**config.mk**
```make
export PLATFORM = sky130hd
export DESIGN_NAME = vga_timing_ctrl
export DESIGN_NICKNAME = d
export VERILOG_FILES = /design/src/rtl/vga_timing_ctrl.sv
export SDC_FILE = /design/constraint.sdc
export NUM_CORES = 1
export LEC_CHECK = 0
export ABC_AREA = 1
export ABC_CLOCK_PERIOD_IN_PS = 1450
export BUFFER_PORTS_ARGS = -buffer_cell sky130_fd_sc_hd__buf_4
export CORE_MARGIN = 8
export CORE_UTILIZATION = 51
export CTS_CLUSTER_SIZE = 12
export DETAILED_ROUTE_END_ITERATION = 16
export GPL_TIMING_DRIVEN = 0
export PLACE_DENSITY = 0.88
export RECOVER_POWER = 100
export SYNTH_ARGS = -nofsm -noshare
export SYNTH_HDL_FRONTEND = slang
export SYNTH_SLANG_ARGS = --single-unit
```
**constraint.sdc**
```tcl
create_clock -name clk_vga -period 1.45 [get_ports clk_vga]
set_input_delay 0.145 -clock clk_vga [delete_from_list [all_inputs] [get_ports clk_vga]]
set_output_delay 0.145 -clock clk_vga [all_outputs]
set_load 0.01 [all_outputs]
```
**src/rtl/vga_timing_ctrl.sv**
```systemverilog
// VGA raster timing: horizontal/vertical counters, sync generation and a
// registered colour/sync pin stage that tracks a fixed pixel-source latency.
module vga_timing_ctrl #(
  parameter int H_VISIBLE = 640,
  parameter int H_FP      = 16,
  parameter int H_SYNC    = 96,
  parameter int H_BP      = 48,
  parameter int V_VISIBLE = 480,
  parameter int V_FP      = 10,
  parameter int V_SYNC    = 2,
  parameter int V_BP      = 33,
  parameter int PIPE_DLY  = 1
) (
  input  logic       clk_vga,
  input  logic       rst_n,
  input  logic [7:0] RGB,
  output logic [9:0] x_ptr,
  output logic [9:0] y_ptr,
  output logic       video_on,
  output logic       line_tick,
  output logic       frame_tick,
  output logic       vga_hsync,
  output logic       vga_vsync,
  output logic [2:0] vga_r,
  output logic [2:0] vga_g,
  output logic [1:0] vga_b
);

  localparam int HT = H_VISIBLE + H_FP + H_SYNC + H_BP;
  localparam int VT = V_VISIBLE + V_FP + V_SYNC + V_BP;

  localparam logic [9:0] H_LAST   = 10'(HT - 1);
  localparam logic [9:0] V_LAST   = 10'(VT - 1);
  localparam logic [9:0] H_VIS    = 10'(H_VISIBLE);
  localparam logic [9:0] V_VIS    = 10'(V_VISIBLE);
  localparam logic [9:0] HS_START = 10'(H_VISIBLE + H_FP);
  localparam logic [9:0] HS_END   = 10'(H_VISIBLE + H_FP + H_SYNC - 1);
  localparam logic [9:0] VS_START = 10'(V_VISIBLE + V_FP);
  localparam logic [9:0] VS_END   = 10'(V_VISIBLE + V_FP + V_SYNC - 1);

  logic [9:0] h_cnt;
  logic [9:0] v_cnt;
  logic       hsync_raw;
  logic       vsync_raw;
  logic       hsync_dly;
  logic       vsync_dly;
  logic       video_dly;

  always_ff @(posedge clk_vga or negedge rst_n) begin
    if (!rst_n) begin
      h_cnt <= '0;
      v_cnt <= '0;
    end else if (h_cnt == H_LAST) begin
      h_cnt <= '0;
      v_cnt <= (v_cnt == V_LAST) ? 10'd0 : v_cnt + 10'd1;
    end else begin
      h_cnt <= h_cnt + 10'd1;
    end
  end

  assign x_ptr      = h_cnt;
  assign y_ptr      = v_cnt;
  assign video_on   = (h_cnt < H_VIS) && (v_cnt < V_VIS);
  assign line_tick  = (h_cnt == H_LAST);
  assign frame_tick = line_tick && (v_cnt == V_LAST);
  assign hsync_raw  = !((h_cnt >= HS_START) && (h_cnt <= HS_END));
  assign vsync_raw  = !((v_cnt >= VS_START) && (v_cnt <= VS_END));

  // Delay the timing flags so they line up with the pixel source's colour.
  generate
    if (PIPE_DLY == 0) begin : g_nodly
      assign hsync_dly = hsync_raw;
      assign vsync_dly = vsync_raw;
      assign video_dly = video_on;
    end else begin : g_dly
      logic hs_sh  [PIPE_DLY];
      logic vs_sh  [PIPE_DLY];
      logic vid_sh [PIPE_DLY];
      for (genvar gi = 0; gi < PIPE_DLY; gi++) begin : g_stage
        if (gi == 0) begin : g_first
          always_ff @(posedge clk_vga or negedge rst_n) begin
            if (!rst_n) begin
              hs_sh[0]  <= 1'b1;
              vs_sh[0]  <= 1'b1;
              vid_sh[0] <= 1'b0;
            end else begin
              hs_sh[0]  <= hsync_raw;
              vs_sh[0]  <= vsync_raw;
              vid_sh[0] <= video_on;
            end
          end
        end else begin : g_next
          always_ff @(posedge clk_vga or negedge rst_n) begin
            if (!rst_n) begin
              hs_sh[gi]  <= 1'b1;
              vs_sh[gi]  <= 1'b1;
              vid_sh[gi] <= 1'b0;
            end else begin
              hs_sh[gi]  <= hs_sh[gi-1];
              vs_sh[gi]  <= vs_sh[gi-1];
              vid_sh[gi] <= vid_sh[gi-1];
            end
          end
        end
      end
      assign hsync_dly = hs_sh[PIPE_DLY-1];
      assign vsync_dly = vs_sh[PIPE_DLY-1];
      assign video_dly = vid_sh[PIPE_DLY-1];
    end
  endgenerate

  // Colour is gated here so blanking-interval RGB never reaches the pins.
  always_ff @(posedge clk_vga or negedge rst_n) begin
    if (!rst_n) begin
      vga_hsync <= 1'b1;
      vga_vsync <= 1'b1;
      {vga_r, vga_g, vga_b} <= 8'h00;
    end else begin
      vga_hsync <= hsync_dly;
      vga_vsync <= vsync_dly;
      {vga_r, vga_g, vga_b} <= video_dly ? RGB : 8'h00;
    end
  end

endmodule

```
==> flow_metrics.env <==
export IMPL_setup_slack_ps=-154
export IMPL_max_freq_mhz=623
export IMPL_dp_hpwl_mm=2.62
export IMPL_cp_arrival_ps=1460
export IMPL_grt_max_degree=34
export IMPL_ys_seq_area_frac=0.520
export IMPL_status="finished with violations"
export IMPL_dieArea_mm2=0.00518
export IMPL_ctsRootBufferMaster="clkbuf_4"
export IMPL_start_util=0.528
export IMPL_cts_buffers=5
export IMPL_ant_nets=0
export IMPL_slew_violations=0
export IMPL_insertion_delay_ps=340
export IMPL_crit_type="flop to output pin"
export IMPL_htree_levels=2
export IMPL_drc=0
export IMPL_io_buffers=42
export IMPL_period_share=1.11
export IMPL_via_count=1630
export IMPL_grt_overflow=0
export IMPL_muxShareOfSynthArea=0
export IMPL_layout_common_cells="buf_4, nand2_1, inv_1, dfrtp_1, nor2_1"
export IMPL_violations="hold timing, setup timing"
export IMPL_synth_simple_area_share=0.263
export IMPL_critPathCaptureType="output pin"
export IMPL_fp_dieH_um=72.0
export IMPL_grt_use_total=0.174
export IMPL_syn_nets=202
export IMPL_crit_fanout=4
export IMPL_nets=288
export IMPL_grt_pass1_vias=1512
export IMPL_core_area_mm2=0.00303
export IMPL_drt_wl_total_mm=5.04
export IMPL_cp_start_kind="flop"
export IMPL_synth_compound_area_frac=0.0532
export IMPL_firstDrtPassIters=4
export IMPL_final_common_cell="buf_4"
export IMPL_cts_path_max_buffers=2
export IMPL_holdCritPathClass="input port to flop"
export IMPL_cts_clk_slew_worst_paths_ps=100
export IMPL_hold_violations=3
export IMPL_synth_distinct_cells=27
export IMPL_avgSynthCellArea_um2=8.51
export IMPL_antenna_found_initial=0
export IMPL_rsz0062_at_grt="true"
export IMPL_row_count=20
export IMPL_drv_cap=0
export IMPL_netlist_area_mm2=0.00160
export IMPL_io_pins=43
export IMPL_ys_seq_elements=33
export IMPL_ir_drop_uv=428
export IMPL_setup_viol=15
export IMPL_synth_top_family_by_area="simple AND/OR/NAND/NOR gates"
export IMPL_post_drt_wl_per_cell_um=15.8
export IMPL_power_density_mw_per_mm2=662
export IMPL_cts_sinks=33
export IMPL_cts_tree="done"
export IMPL_power_leakage_nw=1.32
export IMPL_vias_per_cell=5.11
export IMPL_synth_xor_xnor_area_share=0.0383
export IMPL_critical_path_required_ps=1310
export IMPL_slew_headroom=0.465
export IMPL_utilization=0.800
export IMPL_synth_warnings=0
export IMPL_antenna_cells=0
export IMPL_synth_cells=188
export IMPL_gp_congestion=0.932
export IMPL_period_needed_ps=1600
export IMPL_finalHoldWorstSlack_ps=-4.88
export IMPL_first_iter_violations=144
export IMPL_area_growth_pct=51.6
export IMPL_grt_pass1_wl_mm=7.12
export IMPL_tightest_slew_ps=802
export IMPL_synth_adder_area_share=0.0313
export IMPL_dp_slack_ps=-40.1
export IMPL_die_w_um=72.0
export IMPL_drive_above_1_share=0.433
export IMPL_finClkSkew_ps=10.0
layer usage:
metal | track usage | vias up | part of all wire
li1 | - | 749 | -
met1 | 0.200 | 791 | 0.39
met2 | 0.305 | 76 | 0.52
met3 | 0.0482 | 14 | 0.066
met4 | 0.0522 | 0 | 0.021
met5 | 0 | - | 0
Yosys cell counts (all sizes together):
cell     instances  share of area
nand3           15          0.061
ha               4          0.031
o21bai           1         0.0047
dfstp            4          0.066
o2111ai          1         0.0055
xor2             7          0.038
clkinv           1         0.0031
nand4            5          0.020
a21oi            4          0.013
inv             35          0.082
or2              1         0.0039
dfrtp           29           0.45
nor3             1         0.0031
nand3b           1         0.0047
nor2            24          0.066
o21ai            7          0.022
nand2           44           0.10
o22ai            1         0.0039
clkbuf           1         0.0023
a211oi           1         0.0047
buf              1         0.0070
sequential cells by signal, indices dropped and copies added, names as in the netlist:
register      cells
vga_vsync         1
g_dly.vid_sh      1
vga_b             2
vga_r             3
g_dly.hs_sh       1
vga_g             3
y_ptr            10
vga_hsync         1
g_dly.vs_sh       1
x_ptr            10
per-stage QoR:
stage          cells  setup TNS, ps  power (W)  cell area [um2]
2_1_floorplan    188              0   0.000967             1600
3_3_place_gp     274          -16.7    0.00102             1970
3_5_place_dp     274           -112    0.00102             1970
5_1_grt          319          -2700    0.00167             2420
6_report         319          -1630    0.00160             2420
4_1_cts          310           -202    0.00161             2320
final cells by class:
class / instances / area [um2]
Buffer: 2 / 15.0
Clock buffer: 7 / 65.1
Clock inverter: 1 / 5.00
Fill cell: 178 / 604
Inverter: 36 / 139
Multi-Input combinational cell: 117 / 696
Sequential cell: 33 / 842
Tap cell: 44 / 55.1
Timing Repair Buffer: 79 / 607
cells by family after synthesis:
| group | after synthesis |
|---|---|
| adders and majority gates | 4 |
| DFF | 33 |
| AOI/OAI and AO/OA | 15 |
| buffers and inverters | 38 |
| xor gates and xnor gates | 7 |
| and+or+nand+nor | 91 |
worst max-delay path: stages (launching register included):
cell     delay [ps]
dfrtp_1         380
ha_2            220
nand3_4          90
nor2_4          180
nand2_2          90
inv_2            60
buf_6            90
final timing paths:
| path | from | end | slack [ps] | depth (start not counted) |
|---|---|---|---|---|
| max | x_ptr[0] | frame_tick | -150 | 6 |
| min | RGB[1] | vga_b[1] | -5 | 3 |
| max in group asynchronous | rst_n | y_ptr[4] | 470 | 2 |
| min reg2reg | g_dly.vs_sh | vga_vsync | 370 | 0 |
| min in group asynchronous | rst_n | y_ptr[8] | 420 | 2 |
| max reg2reg | x_ptr[0] | y_ptr[9] | -140 | 9 |
where the power goes:
group / switching (W) / internal [W] / total [W] / leakage [nW]
Clock: 0.000317 / 0.000281 / 0.000597 / 0.0413
Sequential: 0.00000322 / 0.000931 / 0.000935 / 0.394
Combinational: 0.0000389 / 0.0000327 / 0.0000716 / 0.883
what timing repair did:
action                                  in CTS  in global routing
resized for setup                           22                 23
endpoints found under the setup margin       6                 15
endpoints found under the hold margin       32                  1
hold buffers                                 4                  1
pin swaps                                    6                  6
buffers inserted                            24                  8
Power figures use the tool's default switching activity.
